==> config.mk <==
export PLATFORM = sky130hd
export DESIGN_NAME = timer_irq_unit
export DESIGN_NICKNAME = d
export VERILOG_FILES = /design/src/rtl/timer_irq_unit.sv
export SDC_FILE = /design/constraint.sdc
export NUM_CORES = 1
export LEC_CHECK = 0
export BUFFER_PORTS_ARGS = -buffer_cell sky130_fd_sc_hd__buf_4
export CAP_MARGIN = 20
export CORE_ASPECT_RATIO = 0.5
export CORE_MARGIN = 2
export CORE_UTILIZATION = 50
export DETAILED_ROUTE_END_ITERATION = 6
export GPL_TIMING_DRIVEN = 0
export PLACE_DENSITY = 0.71
export SLEW_MARGIN = 20
export SYNTH_ARGS = -nofsm -noshare
export SYNTH_HDL_FRONTEND = slang
export SYNTH_SLANG_ARGS = --single-unit
==> constraint.sdc <==
create_clock -name clk -period 2.95 [get_ports clk]
set_input_delay 0.1475 -clock clk [delete_from_list [all_inputs] [get_ports clk]]
set_output_delay 0.1475 -clock clk [all_outputs]
set_load 0.02 [all_outputs]
==> src/rtl/timer_irq_unit.sv <==
// rtl/timer_irq_unit.sv - memory-mapped reload timer with overflow interrupt and free-running cycle counter
module timer_irq_unit #(
    parameter logic [31:0] BASE_ADDR = 32'h40000000,
    parameter int unsigned PRESCALE  = 1
) (
    input  logic        clk,
    input  logic        reset,
    input  logic        MemRd,
    input  logic        MemWr,
    input  logic [31:0] Addr,
    input  logic [31:0] WriteData,
    output logic [31:0] ReadData,
    output logic        IRQ
);

    // Register word indices within the block (Addr[3:2]).
    localparam logic [1:0] REG_TH      = 2'd0;
    localparam logic [1:0] REG_TL      = 2'd1;
    localparam logic [1:0] REG_TCON    = 2'd2;
    localparam logic [1:0] REG_SYSTICK = 2'd3;

    // Last prescaler count before a tick; PRESCALE is limited to 1..65535.
    localparam logic [15:0] PRE_LAST = 16'(PRESCALE - 1);

    logic [31:0] th_q, th_d;
    logic [31:0] tl_q, tl_d;
    logic        en_q, en_d;
    logic        ie_q, ie_d;
    logic        st_q, st_d;
    logic [31:0] systick_q, systick_d;
    logic [15:0] pre_q, pre_d;
    logic        irq_q, irq_d;

    logic        hit;
    logic [1:0]  sel;
    logic        wr_th;
    logic        wr_tl;
    logic        wr_tcon;
    logic        tick;
    logic        ovf;

    // Address decode: a hit needs the block's upper address bits and word alignment.
    always_comb begin
        hit     = (Addr[31:4] == BASE_ADDR[31:4]) && (Addr[1:0] == 2'b00);
        sel     = Addr[3:2];
        wr_th   = MemWr && hit && (sel == REG_TH);
        wr_tl   = MemWr && hit && (sel == REG_TL);
        wr_tcon = MemWr && hit && (sel == REG_TCON);
    end

    // Prescaler: ticks on the last count while enabled, held at zero once counting stops.
    always_comb begin
        tick  = en_q && (pre_q == PRE_LAST);
        pre_d = 16'd0;
        if (en_q && en_d && !tick) begin
            pre_d = pre_q + 16'd1;
        end
    end

    // Counter, reload and control bits; a bus write to TL beats the tick, overflow always sets ST.
    always_comb begin
        ovf  = tick && (tl_q == 32'hFFFF_FFFF);
        th_d = th_q;
        tl_d = tl_q;
        en_d = en_q;
        ie_d = ie_q;
        st_d = st_q;
        if (tick) begin
            tl_d = ovf ? th_q : (tl_q + 32'd1);
        end
        if (wr_th) begin
            th_d = WriteData;
        end
        if (wr_tl) begin
            tl_d = WriteData;
        end
        if (wr_tcon) begin
            en_d = WriteData[0];
            ie_d = WriteData[1];
            st_d = WriteData[2];
        end
        if (ovf) begin
            st_d = 1'b1;
        end
    end

    // Free-running cycle counter and the registered interrupt request.
    always_comb begin
        systick_d = systick_q + 32'd1;
        irq_d     = ie_q && st_q;
    end

    // Combinational read mux showing pre-edge register values.
    always_comb begin
        ReadData = 32'h0;
        if (MemRd && hit) begin
            unique case (sel)
                REG_TH:      ReadData = th_q;
                REG_TL:      ReadData = tl_q;
                REG_TCON:    ReadData = {29'h0, st_q, ie_q, en_q};
                REG_SYSTICK: ReadData = systick_q;
                default:     ReadData = 32'h0;
            endcase
        end
    end

    assign IRQ = irq_q;

    // State registers with synchronous reset taking priority over all updates.
    always_ff @(posedge clk) begin
        if (reset) begin
            th_q      <= 32'h0;
            tl_q      <= 32'h0;
            en_q      <= 1'b0;
            ie_q      <= 1'b0;
            st_q      <= 1'b0;
            systick_q <= 32'h0;
            pre_q     <= 16'h0;
            irq_q     <= 1'b0;
        end else begin
            th_q      <= th_d;
            tl_q      <= tl_d;
            en_q      <= en_d;
            ie_q      <= ie_d;
            st_q      <= st_d;
            systick_q <= systick_d;
            pre_q     <= pre_d;
            irq_q     <= irq_d;
        end
    end

endmodule

# Word level (Yosys, flattened, before mapping)
# Cells that the tools add are included.
# classes
add_sub_neg	3
n_eq_ne	5
n_mux	8
bitwise_logic	1
reduce_logical	18
# op_table
cell	n
32-bit two-way mux	4
32-bit case mux with 4 select lines	1
32-bit by 1-bit adder with 32-bit output, second input constant	2
32-bit == test, second input constant	1
28-bit by 27-bit == test with 1-bit output, second input constant	1
16-bit by 1-bit adder with 16-bit output, second input constant	1
16-bit zero test	1
1-bit logical AND	11
2-bit == test, second input constant	2
2-bit zero test	2
2-bit nonzero test	2
1-bit two-way mux	3
2-bit by 1-bit == test with 1-bit output, second input constant	1
2-bit OR reduction	1
1-bit zero test	1
1-bit NOT	1
# word_totals
register_bits	116
in_bits	68
output_inout_bits	33

# Longest topological paths before layout
# Gate-level depths: netlist (run 1).
# logic_depth
ltp_word	9
depth_mapped	10

# Worst setup path after synthesis (run 1)
# Ideal clock, no wire load.
# synth_path
path_kind	flip-flop to flip-flop
from	reg pre_q[0]
to	reg tl_q[31]
setup_ns	0.084
t_arrival_ns	2.162
required_time_ns	2.866
slack_ns	0.704
path_stages_with_launch	8
n_path_buf	1
path_cell_list	dfxtp_1 inv_1 ha_1 or4b_1 or4_4 buf_6 or3_4 o31ai_2
# synth_between
elab_chain_cells	6
word_cells_on_any_way	7
classes_between	mux: 3; reduce/logical: 4
# synth_lines
element	line	source
start: declaration	31	logic [15:0] pre_q, pre_d;
start signal: assignment	127	pre_q <= pre_d;
16-bit zero test *	53	tick = en_q && (pre_q == PRE_LAST);
1-bit logical AND *	53	
1-bit logical AND	62	ovf = tick && (tl_q == 32'hFFFF_FFFF);
32-bit two-way mux	69	tl_d = ovf ? th_q : (tl_q + 32'd1);
32-bit two-way mux	68	if (tick) begin
32-bit two-way mux	74	if (wr_tl) begin
end signal: assignment	122	tl_q <= tl_d;
end: declaration	26	logic [31:0] tl_q, tl_d;
# Mark *: on every way between the ends. The rest lies on a longest branch, timed or not. The select of a mux whose other input is x is not followed.
# A chain may end at the register's enable or synchronous reset.

# Worst setup path after layout (run 1)
# layout_path
from	reg pre_q[0]
to	reg tl_q[24]
# The elaborated chain is that of the path after synthesis.

==> key figures, run 1 <==
Worst setup path
  • Worst endpoint data arrival time: 3.13 ns
  • Largest fanout of any net on the critical path: 10
  • Slowest cell delay on critical path: 0.54 ns
  • Data required time at the worst endpoint: 3.30 ns
  • Critical Path, Cell by Cell: inv_1, ha_1, or4b_1, nor4_4, buf_2, buf_2, a31oi_1, a211oi_1, a21oi_1, nor2_1
  • Critical path launch point type: flip-flop
  • Crit path max-delay family: simple AND/OR/NAND/NOR gates
  • Worst setup path class: reg -> reg
  • Flop-to-flop setup slack: 0.17 ns
  • Worst r2r dst: tl_q[24]$_SDFFE_PP0P_
  • CP Buf/Inv Count: 3
  • Cell count of the worst reg-to-reg path: 10
  • Worst reg2reg startpoint: pre_q[0]$_SDFF_PP0_
  • Cell mode on critical path: buf_2
  • Worst Setup End Kind: flip-flop
  • Standard cell with the maximum stage delay on the critical path: or4b_1

Finish
  • Storage element area: 2320 um^2
  • Commonest non-fill, non-tap cells in the layout: nor2_1, nand2_1, dfxtp_1
  • Synth-to-layout area growth: 26.6%
  • Share of final-layout standard cells stronger than drive strength 1: 0.155
  • Fin util: 0.658
  • Most common cell after layout, fill and taps aside: nor2_1
  • Total area of multi-input combinational cells: 4100 um^2
  • Number of filler cells placed in the layout: 1115
  • Nets: 1094

Timing
  • Total negative setup slack: 0 ns
  • Setup WS post-layout: 0.167 ns
  • Setup Skew: 0.0150 ns
  • Crit path time final: 2.78 ns
  • RSZ-0062 raised after global routing: no
  • Share of the cycle needed by the critical path after routing: 0.943
  • # setup viols final: 0
  • Relative slew slack: 0.374
  • Slew @ Worst Pin: 0.931 ns
  • Achievable clock frequency: 359 MHz
  • Number of failing hold endpoints at the final stage: 0
  • Final slew viol count: 0

Min path
  • Type of the most critical hold path: in -> reg
  • HP Start: WriteData[18]
  • Capture endpoint of the worst hold path: th_q[18]$_SDFFE_PP0P_
  • Worst hold stages: 3

Power and ir drop
  • Combinational share of power: 0.054
  • Fraction of power spent switching nets: 0.249
  • Internal portion of total power: 2940 uW
  • Static leakage: 0.00318 uW
  • Clock share of power: 0.543
  • Proportion of power drawn by flip-flops and latches: 0.403
  • Power density normalized to cell area: 463 nW/um^2
  • IR drop worst, VDD: 0.371 mV
  • Net switching power: 977 uW

Synth
  • Number of synthesized register bits: 116
  • Biggest area consumer among synthesized cells: dfxtp_1
  • Number of enable flip-flop cells after synthesis: 0
  • Share of the synthesized area in the top cell type: 0.347
  • Total nets after synthesis: 954
  • Yosys warns: 0
  • Post-synthesis sequential area ratio: 0.347
  • Primary flip-flop cell chosen by synthesis mapping: dfxtp_1
  • Cell count after synthesis: 882
  • Main area contributors after synthesis: dfxtp_1, nor2_1, a21oi_1, nand2_1, mux2i_1
  • Number of distinct library cells after synthesis: 64
  • Mean post-synth cell area: 7.59 um^2
  • Proportion of register bits with asynchronous set or reset after synthesis: 0
  • Netlist area before placement: 6690 um^2

Clocking
  • Maximum level of the CTS H-tree: 4
  • Clock input transition at the sequential cells of the worst setup and hold paths: 0.06 ns
  • Clock Path Buffers: 2
  • Number of clock sinks seen by CTS: 116
  • CTS root buffer: clkbuf_16
  • Num CTS Buffers: 17
  • Later-pin clock latency in the skew report: 0.42 ns
  • Post-CTS resize count: 0
  • CTS tree: done

Die
  • Core footprint: 12900 um^2
  • Number of rows in the core area: 29
  • Starting Density: 0.520
  • Die span in y: 85.8 um
  • Total die area: 14400 um^2
  • Boundary Pins: 101
  • Width of the die: 168 um

Routing
  • DRC errors left: 0
  • Via count of the routed design: 7303
  • Routed Wire Length: 23.1 mm
  • Starting DRT DRC Count: 842
  • Remaining number of nets flagged by the antenna check after routing: 0
  • WL/cell: 19.2 um
  • Pre-Repair DR Iteration Count: 6
  • Avg Vias per Cell: 6.06

Place
  • Post-Place Setup Slack: 0.263 ns
  • Final RePlAce weighted congestion: 0.976
  • Half-perimeter wire length after detailed placement: 16.7 mm
  • IO Port Bufs: 98

GRT
  • Antenna violations before repair: 1
  • Via count of the first global-routing pass: 6780
  • Largest net degree at the start of global routing: 17
  • GRT Resource Usage Total: 0.325
  • Overflow left after global routing: 0
  • First-pass GRT wire length: 36.0 mm

Job
  • Max Cap Violations: 0

Run status
  • Run status: completed
## final cells by class
| class | instances | share of cell area |
|---|---|---|
| multi-input cells | 697 | 0.483 |
| flip-flops and latches | 116 | 0.274 |
| repair buffers | 121 | 0.114 |
| clock buffers | 17 | 0.0502 |
| plain buffers | 56 | 0.0273 |
| well taps | 170 | 0.0251 |
| clock inverters | 15 | 0.0201 |
| inverters | 13 | 0.00576 |
| diodes | 1 | 0.000295 |
## metrics by stage
step / cell area [um^2] / cells / hold WS, ns / total power, uW
2_1_floorplan: 6690 / 882 / 0.284 / 1680
3_3_place_gp: 7640 / 1150 / 0.397 / 1790
3_5_place_dp: 7650 / 1150 / 0.402 / 1800
4_1_cts: 8470 / 1205 / 0.000369 / 3910
5_1_grt: 8480 / 1206 / 0.00466 / 4000
6_report: 8480 / 1206 / 0.00183 / 3920
## worst max path at each step
stage,from,end,slack [ns],depth (start not counted)
2_1_floorplan,pre_q[0]$_SDFF_PP0_,tl_q[31]$_SDFFE_PP0P_,0.70,7
3_3_place_gp,pre_q[0]$_SDFF_PP0_,tl_q[18]$_SDFFE_PP0P_,0.09,7
5_1_grt,tl_q[0]$_SDFFE_PP0P_,tl_q[17]$_SDFFE_PP0P_,0.0009,7
4_1_cts,pre_q[0]$_SDFF_PP0_,tl_q[24]$_SDFFE_PP0P_,0.24,10
6_report,pre_q[0]$_SDFF_PP0_,tl_q[24]$_SDFFE_PP0P_,0.17,10
3_5_place_dp,pre_q[0]$_SDFF_PP0_,tl_q[24]$_SDFFE_PP0P_,0.26,10
## tightest hold or removal path: stages
cell,delay (ns)
buf_4,0.11
nand2_1,0.05
a21oi_1,0.06
## power by group through the flow
stage          Combinational (uW)  Clock, uW  Sequential [uW]
2_1_floorplan                70.0          0             1610
3_3_place_gp                  182          0             1610
3_5_place_dp                  183          0             1610
4_1_cts                       208       2120             1580
5_1_grt                       228       2190             1580
6_report                      213       2130             1580
## timing repair
| item | 4_1_cts | 5_1_grt |
|---|---|---|
| endpoints found under the hold margin | 32 | 0 |
| buffers inserted | 0 | 0 |
| hold buffers | 23 | 0 |
## synthesized netlist by cell type (all sizes together) (4+ instances only)
cell type  number
a211oi         10
nor2b           8
buf            17
and3           28
or4             8
inv            13
a21oi          94
nor3           11
ha              4
and4           10
o211ai          6
o221ai          4
or3             9
a31oi           7
xnor2          23
nor2          143
o21ai          16
a211o           5
clkbuf         39
dfxtp         116
nor4           20
nand2         118
nand3          28
nand4          35
xor2           23
and2            7
mux2i          37
## flip-flops by register name (all words and copies together) (netlist names)
| signal | count |
|---|---|
| systick_q | 32 |
| tl_q | 32 |
| th_q | 32 |
| pre_q | 16 |
| en_q | 1 |
| st_q | 1 |
| ie_q | 1 |
| IRQ | 1 |
## kinds of logic (layout without fill, tap and decap cells)
kind of cell	after synthesis	count (layout)	synth area share
AO/OA/AOI/OAI	167	167	0.151
XOR/XNOR	46	46	0.0602
adder cells (fa/ha/maj)	4	4	0.00748
buffers and inverters	69	222	0.0419
flip-flops	116	116	0.347
multiplexers	43	43	0.0705
other	0	1	0
AND/OR/NAND/NOR	437	437	0.322
## metal layers
| metal | track usage | vias up | share of wire |
|---|---|---|---|
| li1 | - | 3426 | - |
| met1 | 0.434 | 3420 | 0.44 |
| met2 | 0.493 | 413 | 0.42 |
| met3 | 0.116 | 42 | 0.12 |
| met4 | 0.0996 | 2 | 0.019 |
| met5 | 0.0401 | - | 0.0034 |
No activity file was read; power rests on OpenSTA's default activity.
==> inputs of run 2 (changes only) <==
--- a/config.mk
+++ b/config.mk
@@ -5,6 +5,7 @@
 export SDC_FILE = /design/constraint.sdc
 export NUM_CORES = 1
 export LEC_CHECK = 0
+export ABC_AREA = 1
 export BUFFER_PORTS_ARGS = -buffer_cell sky130_fd_sc_hd__buf_4
 export CAP_MARGIN = 20
 export CORE_ASPECT_RATIO = 0.5
@@ -17,3 +18,4 @@
 export SYNTH_ARGS = -nofsm -noshare
 export SYNTH_HDL_FRONTEND = slang
 export SYNTH_SLANG_ARGS = --single-unit
+export TNS_END_PERCENT = 1
==> key figures, run 2 <==
Worst setup path
  • Cell mode on critical path: buf_4
  • Critical path launch point type: primary input
  • Worst setup path endpoint: ReadData[17]
  • Worst reg2reg startpoint: tl_q[1]$_SDFFE_PP0P_
  • Worst endpoint data arrival time: 2.22 ns
  • Cell count of the worst reg-to-reg path: 12
  • Flop-to-flop setup slack: 0.74 ns
  • Critical Path, Cell by Cell: buf_4, inv_1, nor2_1, clkbuf_1, nand2_1, a31oi_1, buf_4
  • Standard cell with the maximum stage delay on the critical path: nor2_1
  • Slowest cell delay on critical path: 0.71 ns
  • Worst Setup End Kind: primary output
  • Worst setup path class: in -> out
  • Data required time at the worst endpoint: 2.80 ns
  • Worst r2r dst: tl_q[1]$_SDFFE_PP0P_
  • Worst setup path startpoint: Addr[2]
  • Largest fanout of any net on the critical path: 10

Clocking
  • Buffers inserted by post-CTS timing repair: 0
  • Count of hold-fix buffers inserted at cts: 0
  • CTS root buffer: clkbuf_16
  • Clock input transition at the sequential cells of the worst setup and hold paths: 0.06 ns
  • Number of clock sinks seen by CTS: 116
  • Maximum level of the CTS H-tree: 4
  • Post-CTS resize count: 0
  • Num CTS Buffers: 17
  • CTS tree: done
  • Clock Path Buffers: 2
  • Later-pin clock latency in the skew report: 0.43 ns

Timing
  • Share of the cycle needed by the critical path after routing: 0.803
  • Crit path time final: 2.37 ns
  • Setup Skew: 0.0143 ns
  • # setup viols final: 0
  • Total negative setup slack: 0 ns
  • Final slew viol count: 0
  • RSZ-0062 raised after global routing: no
  • Slew @ Worst Pin: 0.941 ns
  • Number of failing hold endpoints at the final stage: 0
  • Achievable clock frequency: 422 MHz
  • Relative slew slack: 0.370

Finish
  • Nets: 1456
  • Leading registers by flop count: systick_q: 32 flops, th_q: 32 flops, tl_q: 32 flops
  • Final non-filler cell total: 1595
  • Commonest non-fill, non-tap cells in the layout: nand2_1, nor2_1, inv_1
  • Number of filler cells placed in the layout: 1448
  • Share of final-layout standard cells stronger than drive strength 1: 0.127
  • Antenna diode count: 0
  • Synth-to-layout area growth: 20.0%
  • Most common cell after layout, fill and taps aside: nand2_1

Power and ir drop
  • Static leakage: 0.00345 uW
  • IR drop worst, VDD: 0.387 mV
  • Combinational share of power: 0.053
  • Fraction of power spent switching nets: 0.253
  • Power density normalized to cell area: 409 nW/um^2
  • Clock share of power: 0.528
  • Proportion of power drawn by flip-flops and latches: 0.418
  • Net switching power: 952 uW
  • Internal portion of total power: 2810 uW

Routing
  • Via count of the routed design: 8861
  • Routed Wire Length: 27.8 mm
  • Remaining number of nets flagged by the antenna check after routing: 0
  • DRC errors left: 0
  • Pre-Repair DR Iteration Count: 5
  • Starting DRT DRC Count: 983
  • WL/cell: 17.4 um
  • Avg Vias per Cell: 5.56

Synth
  • Cell count after synthesis: 1267
  • Yosys warns: 0
  • Number of enable flip-flop cells after synthesis: 0
  • Share of the synthesized area in the top cell type: 0.303
  • Netlist area before placement: 7660 um^2
  • Most frequent cell after synthesis: nand2_1
  • Primary flip-flop cell chosen by synthesis mapping: dfxtp_1
  • Total nets after synthesis: 1339
  • Proportion of register bits with asynchronous set or reset after synthesis: 0
  • Number of distinct library cells after synthesis: 41
  • Main area contributors after synthesis: dfxtp_1, nand2_1, inv_1, nor2_1, nand3_1
  • Number of synthesized register bits: 116
  • Biggest area consumer among synthesized cells: dfxtp_1
  • Mean post-synth cell area: 6.04 um^2
  • Most used standard cells in the synthesized netlist: nand2_1, inv_1, nor2_1, dfxtp_1, nand3_1
  • Post-synthesis sequential area ratio: 0.303

Place
  • Half-perimeter wire length after detailed placement: 21.6 mm
  • IO Port Bufs: 98
  • Placed Instances: 1563
  • Final RePlAce weighted congestion: 0.988

Die
  • Total die area: 16400 um^2
  • Boundary Pins: 101
  • Starting Density: 0.521
  • Width of the die: 179 um
  • Number of rows in the core area: 31
  • Die span in y: 91.5 um
  • Core footprint: 14700 um^2

Job
  • Max Cap Violations: 0

GRT
  • Met3 capacity usage during global routing: 0.107
  • First-pass GRT wire length: 42.7 mm
  • GRT Resource Usage Total: 0.345
  • Largest net degree at the start of global routing: 17
  • Global-route track usage on met1: 0.479
  • M2 GR Usage: 0.507
  • Global-route layer with the greatest usage: met2
  • Overflow left after global routing: 0
  • Via count of the first global-routing pass: 8126
  • Antenna violations before repair: 1

Min path
  • Type of the most critical hold path: in -> reg
  • HP Start: WriteData[4]

Run status
  • Run status: completed
run 2: metal layers:
metal  wire length, um  up-vias
met5                13        -
met4               586        2
met3              3510       63
met1             12100     3992
li1                  -     4323
met2             11500      481
run 2: logic make-up (layout without fill, tap and decap cells):
family,Yosys count,in the layout,share of synthesized area
buffers and inverters,219,349,0.112
adder cells (fa/ha/maj),4,4,0.00654
AND/OR/NAND/NOR,732,732,0.421
AO/OA/AOI/OAI,161,161,0.117
XOR/XNOR,35,35,0.0400
flip-flops,116,116,0.303
run 2: final cells by class:
class | count | area (um^2) | area share
Tap cell | 198 | 248 | 0.0270
Clock buffer | 20 | 437 | 0.0475
Sequential cell | 116 | 2320 | 0.253
Timing Repair Buffer | 98 | 736 | 0.0801
Multi-Input combinational cell | 932 | 4480 | 0.487
Clock inverter | 12 | 109 | 0.0118
Buffer | 58 | 254 | 0.0276
Inverter | 161 | 604 | 0.0658
run 2: power by group through the flow:
| stage | registers, uW | logic [uW] | clock network [uW] |
|---|---|---|---|
| after floorplan | 1610 | 78.4 | 0 |
| after global placement | 1610 | 191 | 0 |
| after detailed placement | 1610 | 195 | 0 |
| after CTS | 1570 | 196 | 1980 |
| after global routing | 1570 | 215 | 2060 |
| final | 1570 | 200 | 1990 |
run 2: through the flow:
stage	setup slack (ns)	total power (uW)	util	cell area, um^2	hold slack, ns
after CTS	0.760	3750	0.625	9190	0.00595
after global placement	0.741	1800	0.588	8640	0.436
after floorplan	1.22	1690	-	7660	0.296
after detailed placement	0.703	1800	0.588	8640	0.446
final	0.582	3760	0.625	9190	0.00919
after global routing	0.563	3850	0.625	9190	0.0305
run 2: worst min-delay path by stage:
| stage | endpoint | cells past startpoint | slack, ns |
|---|---|---|---|
| floorplan | en_q$_SDFF_PP0_ | 2 | 0.30 |
| global placement | en_q$_SDFF_PP0_ | 3 | 0.44 |
| detailed placement | th_q[6]$_SDFFE_PP0P_ | 3 | 0.45 |
| CTS | en_q$_SDFF_PP0_ | 3 | 0.006 |
| global route | en_q$_SDFF_PP0_ | 3 | 0.03 |
| finish | th_q[4]$_SDFFE_PP0P_ | 3 | 0.009 |
run 2: worst max-delay path, delay by kind of cell:
kind,cells,cell delay (ns)
buffers and inverters,4,0.90
AO/OA/AOI/OAI,1,0.29
AND/OR/NAND/NOR,2,0.88
==> inputs of run 3 (changes only) <==
==> constraint.sdc (replaced) <==
create_clock -name clk -period 2.2 [get_ports clk]
set_input_delay 0.11 -clock clk [delete_from_list [all_inputs] [get_ports clk]]
set_output_delay 0.11 -clock clk [all_outputs]
set_load 0.02 [all_outputs]
==> key figures, run 3 (synthesized netlist as in run 2, its figures left out) <==
Run status
  • Run status: finished with violations
  • Violated checks: design-rule violations

Finish
  • Number of filler cells placed in the layout: 1430
  • Leading registers by flop count: systick_q: 32 flops, th_q: 32 flops, tl_q: 32 flops
  • Final non-filler cell total: 1619
  • Commonest non-fill, non-tap cells in the layout: nand2_1, inv_1, nor2_1
  • Nets: 1480
  • Share of final-layout standard cells stronger than drive strength 1: 0.134
  • Fin util: 0.643
  • Synth-to-layout area growth: 23.4%
  • Most common cell after layout, fill and taps aside: nand2_1
  • Antenna diode count: 0

Die
  • Starting Density: 0.521
  • Boundary Pins: 101
  • Core footprint: 14700 um^2
  • Total die area: 16400 um^2
  • Width of the die: 179 um
  • Die span in y: 91.5 um
  • Number of rows in the core area: 31

Power and ir drop
  • Power density normalized to cell area: 537 nW/um^2
  • Combinational share of power: 0.059
  • Static leakage: 0.00356 uW
  • Proportion of power drawn by flip-flops and latches: 0.416
  • Net switching power: 1280 uW
  • Clock share of power: 0.525
  • IR drop worst, VDD: 0.522 mV
  • Internal portion of total power: 3790 uW
  • Fraction of power spent switching nets: 0.253

Worst setup path
  • Largest fanout of any net on the critical path: 7
  • Worst setup path class: reg -> reg
  • Data required time at the worst endpoint: 2.57 ns
  • Worst Setup End Kind: flip-flop
  • Critical path launch point type: flip-flop
  • Worst endpoint data arrival time: 2.48 ns

Place
  • Half-perimeter wire length after detailed placement: 21.6 mm
  • Placed Instances: 1563
  • Final RePlAce weighted congestion: 0.988
  • IO Port Bufs: 98
  • Post-Place Setup Slack: -0.00959 ns

Clocking
  • CTS root buffer: clkbuf_16
  • Number of clock sinks seen by CTS: 116
  • CTS tree: done
  • Later-pin clock latency in the skew report: 0.43 ns
  • Num CTS Buffers: 17
  • Maximum level of the CTS H-tree: 4
  • Clock input transition at the sequential cells of the worst setup and hold paths: 0.06 ns
  • Clock Path Buffers: 2

Routing
  • Routed Wire Length: 28.1 mm
  • Avg Vias per Cell: 5.56
  • Remaining number of nets flagged by the antenna check after routing: 0
  • Pre-Repair DR Iteration Count: 7
  • Via count of the routed design: 9009
  • Starting DRT DRC Count: 906
  • WL/cell: 17.3 um
  • DRC errors left: 7

GRT
  • GRT Resource Usage Total: 0.348
  • Overflow left after global routing: 0
  • First-pass GRT wire length: 43.0 mm
  • Antenna violations before repair: 1
  • Largest net degree at the start of global routing: 17
  • Via count of the first global-routing pass: 8226

Timing
  • Number of failing hold endpoints at the final stage: 0
  • Hold Slack: 0.00339 ns
  • Slew @ Worst Pin: 0.813 ns
  • Share of the cycle needed by the critical path after routing: 0.959
  • Setup WS post-layout: 0.0898 ns
  • Relative slew slack: 0.458
  • RSZ-0062 raised after global routing: yes
  • Achievable clock frequency: 474 MHz
  • # setup viols final: 0
  • Crit path time final: 2.11 ns
  • Final slew viol count: 0
  • Setup Skew: 0.0133 ns

Job
  • Max Cap Violations: 0

Min path
  • Type of the most critical hold path: in -> reg
==> run 3: cell types whose count changed in the layout (fill, tap and decap cells not counted), moves of 2 or more <==
cell | previous run | this run
dfxtp_1 | 116 | 113
dlygate4sd3_1 | 0 | 22
buf_4 | 98 | 101
buf_2 | 9 | 7
nor2_2 | 9 | 12
clkbuf_2 | 0 | 2
dfxtp_2 | 0 | 3
nor2_1 | 157 | 153
==> run 3: timing repair <==
item | CTS | global route
resized for setup | 0 | 16
endpoints found under the setup margin | 0 | 32
hold endpoints to repair | 23 | 0
hold buffers | 22 | 0
buffers inserted | 0 | 2
==> run 3: cell type report <==
class	instances	area [um^2]	area share
clock buffers	20	437	0.0462
clock inverters	12	109	0.0115
plain buffers	58	262	0.0277
flip-flops and latches	116	2330	0.246
repair buffers	122	971	0.103
inverters	161	604	0.0639
well taps	198	248	0.0262
multi-input cells	932	4500	0.476
==> run 3: path summary, 6_finish.rpt <==
| check | from | endpoint | slack [ns] | cells after the start |
|---|---|---|---|---|
| min | WriteData[20] | th_q[20]$_SDFFE_PP0P_ | 0.003 | 3 |
| max reg2reg | tl_q[2]$_SDFFE_PP0P_ | tl_q[19]$_SDFFE_PP0P_ | 0.09 | 10 |
| max | tl_q[2]$_SDFFE_PP0P_ | tl_q[19]$_SDFFE_PP0P_ | 0.09 | 10 |
| min reg2reg | st_q$_SDFFE_PP0P_ | IRQ$_SDFF_PP0_ | 0.46 | 2 |
==> run 3: worst max-delay path: stages (launching register included) <==
cell and delay [ns]:
dfxtp_1 0.46, nand2_1 0.08, nor2_1 0.26, nand2_1 0.20
nor2_2 0.41, nand3b_1 0.13, nand2_1 0.17, nand2_1 0.09
nand2_1 0.06, nand2_1 0.05, a21oi_2 0.13
==> run 3: power by group through the flow <==
stage	registers [uW]	clock network, uW	logic (uW)
6_report	2110	2660	301
5_1_grt	2110	2760	322
4_1_cts	2110	2660	293
3_5_place_dp	2160	0	261
3_3_place_gp	2160	0	256
2_1_floorplan	2150	0	105
==> run 3: routing by layer <==
| metal | global-route usage | routed length [um] | vias up |
|---|---|---|---|
| li1 | - | - | 4371 |
| met1 | 0.481 | 12000 | 4021 |
| met2 | 0.512 | 11600 | 545 |
| met3 | 0.104 | 3770 | 70 |
| met4 | 0.113 | 699 | 2 |
| met5 | 0 | 13 | - |
==> run 3: stage by stage <==
step	TNS [ns]	cell area, um^2	total power [uW]
2_1_floorplan	0	7660	2260
3_3_place_gp	0	8640	2410
3_5_place_dp	-0.0377	8640	2420
4_1_cts	0	9410	5060
5_1_grt	-0.118	9450	5190
6_report	0	9450	5070
